==> config.mk <==
export PLATFORM = sky130hd
export DESIGN_NAME = sha256_padder
export DESIGN_NICKNAME = d
export VERILOG_FILES = /design/src/rtl/sha256_pkg.sv /design/src/rtl/sha256_padder.sv
export SDC_FILE = /design/constraint.sdc
export NUM_CORES = 1
export LEC_CHECK = 0
export ABC_AREA = 1
export CAP_MARGIN = 10
export CORE_MARGIN = 1.5
export CORE_UTILIZATION = 25
export CTS_BUF_LIST = sky130_fd_sc_hd__clkbuf_16
export DETAILED_ROUTE_END_ITERATION = 10
export GPL_ROUTABILITY_DRIVEN = 0
export SLEW_MARGIN = 15
export SYNTH_ARGS = -nofsm -noshare
export SYNTH_HDL_FRONTEND = slang
export SYNTH_SLANG_ARGS = --single-unit
export TNS_END_PERCENT = 5
==> constraint.sdc <==
create_clock -name clk -period 31.7 [get_ports clk]
set_clock_uncertainty 0.1 [all_clocks]
set_input_delay 7.925 -clock clk [delete_from_list [all_inputs] [get_ports clk]]
set_output_delay 7.925 -clock clk [all_outputs]
set_load 0.01 [all_outputs]
==> src/rtl/sha256_pkg.sv <==
// Shared SHA-256 constants and types for the message padder and compression core.
// Holds the padder state encoding, block geometry and the initial hash values.
package sha256_pkg;

   typedef enum logic [1:0] {
      FILL   = 2'd0,
      PAD    = 2'd1,
      LENBLK = 2'd2,
      EMIT   = 2'd3
   } pad_state_e;

   localparam int unsigned BLOCK_BYTES = 64;
   localparam int unsigned LEN_OFFSET  = 56;
   localparam logic [7:0]  PAD_BYTE    = 8'h80;

   localparam logic [31:0] H0 = 32'h6a09e667;
   localparam logic [31:0] H1 = 32'hbb67ae85;
   localparam logic [31:0] H2 = 32'h3c6ef372;
   localparam logic [31:0] H3 = 32'ha54ff53a;
   localparam logic [31:0] H4 = 32'h510e527f;
   localparam logic [31:0] H5 = 32'h9b05688c;
   localparam logic [31:0] H6 = 32'h1f83d9ab;
   localparam logic [31:0] H7 = 32'h5be0cd19;

   // Big-endian length byte for block lanes 56..63; lane 56 carries the MSB.
   function automatic logic [7:0] len_byte(input logic [63:0] len, input int unsigned lane);
      logic [2:0] k;
      k = 3'(lane);
      return len[(7 - int'(k)) * 8 +: 8];
   endfunction

endpackage

==> src/rtl/sha256_padder.sv <==
// SHA-256 message padder: buffers a byte stream into 512-bit blocks and appends
// the 0x80 marker, zero fill and the 64-bit big-endian bit length.
module sha256_padder
   import sha256_pkg::*;
(
   input  logic         clk,
   input  logic         rst,
   input  logic         in_valid,
   output logic         in_ready,
   input  logic [7:0]   in_data,
   input  logic         in_last,
   input  logic         in_empty,
   output logic [511:0] block_out,
   output logic         block_valid,
   input  logic         block_ready,
   output logic         block_first,
   output logic         block_last
);

   pad_state_e  state_q, state_d;
   logic [5:0]  ptr_q, ptr_d;
   logic [63:0] len_q, len_d;
   logic        first_pend_q, first_pend_d;
   logic        len_pend_q, len_pend_d;
   logic        end_pend_q, end_pend_d;
   logic        final_q, final_d;

   logic [7:0]  blk_q [BLOCK_BYTES];
   logic        lane_we [BLOCK_BYTES];
   logic [7:0]  lane_wdata [BLOCK_BYTES];

   logic        byte_xfer;
   logic        empty_xfer;
   logic        len_fits;

   assign in_ready   = (state_q == FILL);
   assign byte_xfer  = in_valid && in_ready && !in_empty;
   assign empty_xfer = in_valid && in_ready && in_empty;
   assign len_fits   = (ptr_q < 6'(LEN_OFFSET));

   always_comb begin
      state_d      = state_q;
      ptr_d        = ptr_q;
      len_d        = len_q;
      first_pend_d = first_pend_q;
      len_pend_d   = len_pend_q;
      end_pend_d   = end_pend_q;
      final_d      = final_q;

      case (state_q)
         FILL: begin
            if (byte_xfer) begin
               ptr_d = ptr_q + 6'd1;
               len_d = len_q + 64'd8;
               if (ptr_q == 6'd63) begin
                  // Buffer full: ship it as a data block, pad afterwards if this ended the message.
                  state_d    = EMIT;
                  final_d    = 1'b0;
                  end_pend_d = in_last;
               end else if (in_last) begin
                  state_d = PAD;
               end
            end else if (empty_xfer) begin
               state_d = PAD;
            end
         end
         PAD: begin
            state_d = EMIT;
            if (len_fits) begin
               final_d = 1'b1;
            end else begin
               final_d    = 1'b0;
               len_pend_d = 1'b1;
            end
         end
         LENBLK: begin
            state_d = EMIT;
            final_d = 1'b1;
         end
         EMIT: begin
            if (block_ready) begin
               first_pend_d = 1'b0;
               if (final_q) begin
                  state_d      = FILL;
                  ptr_d        = 6'd0;
                  len_d        = 64'd0;
                  first_pend_d = 1'b1;
               end else if (len_pend_q) begin
                  state_d    = LENBLK;
                  len_pend_d = 1'b0;
               end else if (end_pend_q) begin
                  state_d    = PAD;
                  end_pend_d = 1'b0;
                  ptr_d      = 6'd0;
               end else begin
                  state_d = FILL;
                  ptr_d   = 6'd0;
               end
            end
         end
         default: state_d = FILL;
      endcase
   end

   // Per-lane write enables; PAD and LENBLK rewrite every byte past the pointer.
   always_comb begin
      for (int i = 0; i < BLOCK_BYTES; i++) begin
         lane_we[i]    = 1'b0;
         lane_wdata[i] = 8'h00;
         case (state_q)
            FILL: begin
               if (byte_xfer && (ptr_q == 6'(i))) begin
                  lane_we[i]    = 1'b1;
                  lane_wdata[i] = in_data;
               end
            end
            PAD: begin
               if (6'(i) == ptr_q) begin
                  lane_we[i]    = 1'b1;
                  lane_wdata[i] = PAD_BYTE;
               end else if (6'(i) > ptr_q) begin
                  lane_we[i] = 1'b1;
                  if ((i >= LEN_OFFSET) && len_fits) begin
                     lane_wdata[i] = len_byte(len_q, i);
                  end
               end
            end
            LENBLK: begin
               lane_we[i] = 1'b1;
               if (i >= LEN_OFFSET) begin
                  lane_wdata[i] = len_byte(len_q, i);
               end
            end
            default: ;
         endcase
      end
   end

   always_ff @(posedge clk or posedge rst) begin
      if (rst) begin
         state_q      <= FILL;
         ptr_q        <= 6'd0;
         len_q        <= 64'd0;
         first_pend_q <= 1'b1;
         len_pend_q   <= 1'b0;
         end_pend_q   <= 1'b0;
         final_q      <= 1'b0;
      end else begin
         state_q      <= state_d;
         ptr_q        <= ptr_d;
         len_q        <= len_d;
         first_pend_q <= first_pend_d;
         len_pend_q   <= len_pend_d;
         end_pend_q   <= end_pend_d;
         final_q      <= final_d;
      end
   end

   always_ff @(posedge clk or posedge rst) begin
      if (rst) begin
         for (int i = 0; i < BLOCK_BYTES; i++) begin
            blk_q[i] <= 8'h00;
         end
      end else begin
         for (int i = 0; i < BLOCK_BYTES; i++) begin
            if (lane_we[i]) begin
               blk_q[i] <= lane_wdata[i];
            end
         end
      end
   end

   assign block_valid = (state_q == EMIT);
   assign block_first = block_valid && first_pend_q;
   assign block_last  = block_valid && final_q;

   for (genvar g = 0; g < BLOCK_BYTES; g++) begin : g_lane
      assign block_out[511 - 8*g -: 8] = blk_q[g];
   end

endmodule

# [Word-level counts from Yosys, hierarchy flattened]
# Cells that the tools add are included.
[classes] n_addsub=2 magnitude_cmp=65 n_eq_ne=139 n_mux=497 reduce_logical=83
[op_table] operator="$mux W8" count=144
[op_table] operator="$pmux W8 S2" count=56
[op_table] operator="$mux W1" count=205
[op_table] operator="$pmux W1 S3" count=65
[op_table] operator="$eq A6 B6 Y1 const A" count=32
[op_table] operator="$eq A6 B6 Y1 const B" count=32
[op_table] operator="$gt A6 B6 Y1 const A" count=32
[op_table] operator="$mux W64" count=3
[op_table] operator="$pmux W8 S3" count=8
[op_table] operator="$pmux W64 S2" count=1
[op_table] operator="$eq A5 B6 Y1 const A" count=16
[op_table] operator="$eq A6 B5 Y1 const B" count=16
[op_table] operator="$gt A5 B6 Y1 const A" count=16
[op_table] operator="$logic_and A1 B1 Y1" count=69
[op_table] operator="$add A64 B4 Y64 const B" count=1
[op_table] operator="$eq A4 B6 Y1 const A" count=8
[op_table] operator="$eq A6 B4 Y1 const B" count=8
[op_table] operator="$gt A4 B6 Y1 const A" count=8
[op_table] operator="$eq A3 B6 Y1 const A" count=4
[op_table] operator="$eq A6 B3 Y1 const B" count=4
[op_table] operator="$gt A3 B6 Y1 const A" count=4
[op_table] operator="$mux W6" count=4
[op_table] operator="$mux W2" count=7
[op_table] operator="$eq A2 B6 Y1 const A" count=2
[op_table] operator="other kinds (27)" count=41
[word_totals] register_bits=588 inputBits=14 elab_cells=857

# [Depth between registers and ports, before layout]
[depth] depth_word=6 depth_mapped=14 depth_no_buf=12

# [Least setup slack after synthesis]
# Ideal clock, no wire load.
[synth_path] kind="in2reg" startpoint="input in_empty" endpoint="register blk_q (netlist bit block_out[3])" setup_time_ps=125 arrival_ps=9009 required_time_ps=31475 path_slack_ps=22467 stages=8 n_path_buf=1 cell_sequence="inv_1 -> nand3_2 -> buf_2 -> nor2_2 -> o21ai_1 -> inv_1 -> nor2_1 -> a21oi_1"
[synth_via] elab_chain_len=5 word_cells_on_any_way=7
[synth_rtl] item="start, declared" line="sha256_padder.sv:12" rtl="input logic in_empty,"
[synth_rtl] item="$logic_not A1 Y1 (*)" line="sha256_padder.sv:37" rtl="assign byte_xfer = in_valid && in_ready && !in_empty;"
[synth_rtl] item="$logic_and A1 B1 Y1 (*)" line="sha256_padder.sv:37"
[synth_rtl] item="$logic_and A1 B1 Y1 (*)" line="sha256_padder.sv:112" rtl="if (byte_xfer && (ptr_q == 6'(i))) begin"
[synth_rtl] item="$mux W8 / $mux W1 (equally long branches)" line="sha256_padder.sv:112"
[synth_rtl] item="$pmux W8 S3 / $pmux W1 S3 (equally long branches)" line="sha256_padder.sv:110" rtl="case (state_q)"
[synth_rtl] item="end signal, assigned by index" line="sha256_padder.sv:167" rtl="blk_q[i] <= lane_wdata[i];"
[synth_rtl] item="end, declared" line="sha256_padder.sv:28" rtl="logic [7:0] blk_q [BLOCK_BYTES];"
# Every way passes the cells marked *; elsewhere a longest branch is shown, timed or not.
# A chain may end at the register's enable or synchronous reset.

# [Worst setup path after layout]
[layout_path] startpoint="input in_valid" endpoint="register blk_q (netlist bit block_out[433])"
[layout_via] elab_chain_len=5 word_cells_on_any_way=7
[layout_rtl] item="start, declared" line="sha256_padder.sv:8" rtl="input logic in_valid,"
[layout_rtl] item="$logic_and A1 B1 Y1 (*) (2 in a row)" line="sha256_padder.sv:37"
[layout_rtl] item="$logic_and A1 B1 Y1 (*)" line="sha256_padder.sv:112"
[layout_rtl] item="$mux W1 / $mux W8 (equally long branches)" line="sha256_padder.sv:112"
[layout_rtl] item="$pmux W1 S3 / $pmux W8 S2 (equally long branches)" line="sha256_padder.sv:110"
# Marks and branches as above.

==> impl_metrics.py <==
metrics = {
    "status": {
        "status": "completed",
    },
    "yosys": {
        "synth_top_cell_area_share_pct": 56.3,
        "synth_area_mm2": 0.0260,
        "async_flop_share_pct": 100,
        "syn-num-nets": 3191,
        "yosys_warnings": 0,
        "synth.largest_area_cell": "dfrtp_1",
        "syn_inst": 3166,
        "synth-edff-count": 0,
        "synth_area_per_cell_um2": 8.20,
        "ys_top_cells_by_area": "dfrtp_1 56%, nand2_1 15%, o21ai_0 8.9%, nor2_1 3.6%, inv_1 3.0%",
        "seq_area_frac_synth_pct": 56.4,
        "synth_ff_type": "dfrtp_1",
        "ys_ff_latch": 585,
        "ys_types": 47,
    },
    "power_and_ir_drop": {
        "p_clk_share_pct": 32.8,
        "power_frac_seq_pct": 33.6,
        "switchingPower_mw": 1.03,
        "power_frac_comb_pct": 33.7,
        "p_int_mw": 1.41,
        "p_leak_nw": 15.3,
        "ir_drop_v": 0.0000474,
        "power.density_mw_per_mm2": 69.7,
        "switching_share_pct": 42.1,
    },
    "critical_path": {
        "crit_path_end_kind": "flop",
        "crit_buf_inv": 2,
        "crit_required_ns": 32.06,
        "slowest_delay_ns": 1.11,
        "path_cells": "clkdlybuf4s50_1, nand3_2, inv_2, nand3_1, nand3_1, nand2_1, nand2_1, o21ai_0",
        "crit_type": "input port to flop",
        "start_kind": "input port",
        "crit_arrival_ns": 11.37,
        "worstPathMaxFanout": 48,
        "crit_family": "simple AND/OR/NAND/NOR gates",
        "cpMaxStageDelayCell": "inv_2",
    },
    "final_layout": {
        "fin_nets": 3715,
        "fillCellCount": 10759,
        "layout_commonest_cell": "nand2_1",
        "drive_above_1_share_pct": 5.48,
        "final_cells": 5121,
        "syn_to_final_growth_pct": 34.8,
        "fin_util_pct": 33.9,
        "final_cell_mix": "1,061 x nand2_1, 584 x dfrtp_1, 529 x clkdlybuf4s50_1, 462 x o21ai_0, 247 x nor2_1",
    },
    "timing": {
        "maxSlewHeadroom_pct": 19.0,
        "finalHoldViolations": 0,
        "min_period_ns": 11.01,
        "final.setup.tns_ns": 0,
        "setup_slack_ns": 20.69,
        "finalSetupViolCount": 0,
        "tightest_slew_ns": 1.21,
        "slew_viol_final": 0,
        "fmax_mhz": 90.8,
        "rsz0062_at_grt": "no",
        "period_share_pct": 34.7,
    },
    "min_path": {
        "hold_class": "flop to flop",
    },
    "route": {
        "avgRoutedWirePerCell_um": 23.1,
        "routed_wirelength_um": 118000,
        "ant_nets": 0,
        "vias_per_cell": 4.90,
        "num_vias": 25069,
        "dr.pass1.iters": 6,
        "post-route-drc-count": 0,
        "drt_iter0_drc": 2353,
    },
    "clock_network": {
        "cts_tree": "yes",
        "post_cts.repair.setup_buffers": 0,
        "clkSinkCount": 585,
        "ctsHoldBuffers": 0,
        "cts_root_buf": "clkbuf_16",
        "ctsResizeCount": 0,
        "clock_latency_ns": 0.63,
        "cts_buffers": 70,
        "clk_pin_slew_ns": 0.06,
        "clock_path_buffers": 3,
        "h-tree-depth": 3,
    },
    "global_routing": {
        "antenna_found_initial": 3,
        "use_met1_pct": 27.7,
        "grt_pass1_wl_um": 170000,
        "grt_pass1_vias": 23863,
        "grt_util_met3_pct": 5.50,
        "met2_usage_pct": 35.9,
        "gr-total-overflow": 0,
        "grt_use_total_pct": 21.8,
        "grt_max_degree": 153,
        "grt.busiest_layer": "met2",
    },
    "floorplanning": {
        "core_area_mm2": 0.103,
        "die_h_um": 325,
        "rows": 118,
        "start_util_pct": 25.2,
        "die_width_um": 325,
        "ios": 530,
        "die-area_mm2": 0.106,
    },
    "place": {
        "place_ws_ns": 20.00,
        "placed_cells": 4998,
        "dp_hpwl_um": 84900,
        "port_buffers": 529,
    },
    "flow_run": {
        "maxCapViolations": 0,
    },
}
==> metal layers <==
layer | share of wire, % | wire length [µm]
met5 | 0.010 | 12
met3 | 8.3 | 9880
met2 | 47 | 55800
met1 | 41 | 48300
met4 | 3.7 | 4420
==> power by group through the flow <==
stage / sequential [mW] / clock, mW / combinational (mW)
global route: 0.822 / 0.846 / 0.889
finish: 0.819 / 0.799 / 0.821
detailed placement: 0.830 / 0 / 0.824
floorplan: 0.826 / 0 / 0.450
CTS: 0.818 / 0.817 / 0.827
global placement: 0.831 / 0 / 0.821
==> sequential cells by signal, summed over array words and instances (netlist names) <==
signal and count:
block_out 512, end_pend_q 1, final_q 1, first_pend_q 1, len_pend_q 1, len_q 61, ptr_q 6, state_q 2
==> worst register-to-register path: cells and delay by family (launching register included) <==
family          cells  cell delay, ns
simple gates        5            1.77
fa+ha+maj           1            0.25
flops               1            0.42
compound gates      1            0.10
buf+inv             3            1.58
==> cell usage after synthesis (2+ instances only) <==
library cell and instances:
inv_1 209, nor3_1 31, nor2_1 247, buf_2 20
o21ai_1 69, nand2_1 1067, o22ai_1 16, o211ai_1 15
o21ai_2 12, nor2_2 11, ha_1 11, clkbuf_1 60
a31oi_1 3, and2_1 5, nand4_1 30, dfrtp_1 584
buf_4 10, buf_1 7, nand2_2 16, and3_1 3
a21oi_1 101, o31ai_1 2, o21ai_0 463, o21bai_1 2
nand3_1 123, nor3_2 2, nor2_4 5, inv_2 23
==> layout make-up <==
cell class	instances	area, µm²	share of cell area, %
Inverter	234	890	2.54
Tap cell	1380	1730	4.93
Clock buffer	72	1800	5.15
Clock inverter	49	414	1.18
Multi-Input combinational cell	2249	10100	28.7
Timing Repair Buffer	550	5470	15.6
Antenna cell	2	5.00	0.0143
Sequential cell	585	14600	41.8
==> final timing paths <==
| kind | to | depth (start not counted) | slack, ns | startpoint |
|---|---|---|---|---|
| setup / recovery | block_out[433] | 8 | 20.69 | in_valid |
| hold / removal | block_out[62] | 2 | 0.38 | block_out[62] |
| setup reg to reg | block_out[433] | 10 | 27.32 | state_q[1] |
| hold reg to reg | block_out[62] | 2 | 0.38 | block_out[62] |
| max in group asynchronous | block_out[82] | 4 | 21.46 | rst |
| min in group asynchronous | block_out[337] | 2 | 7.75 | rst |
==> logic make-up (layout without fill, tap and decap cells) <==
kind of cell             Yosys count  after routing  share of synthesized area (%)
adder cells (fa/ha/maj)           11             11                          0.530
AND/OR/NAND/NOR                 1545           1545                           24.0
other                              0              2                              0
XOR/XNOR                           1              1                         0.0337
AO/OA/AOI/OAI                    692            692                           14.0
buffers and inverters            332            905                           5.08
flip-flops                       585            585                           56.4
==> metrics by stage <==
stage	hold slack [ns]	power [mW]	area (µm²)
4_1_cts	0.381	2.46	35000
3_3_place_gp	0.365	1.65	32800
3_5_place_dp	0.361	1.65	32800
6_report	0.377	2.44	35000
5_1_grt	0.398	2.56	35000
2_1_floorplan	0.352	1.28	26000
Note: power is estimated with default switching activity, not from simulation.
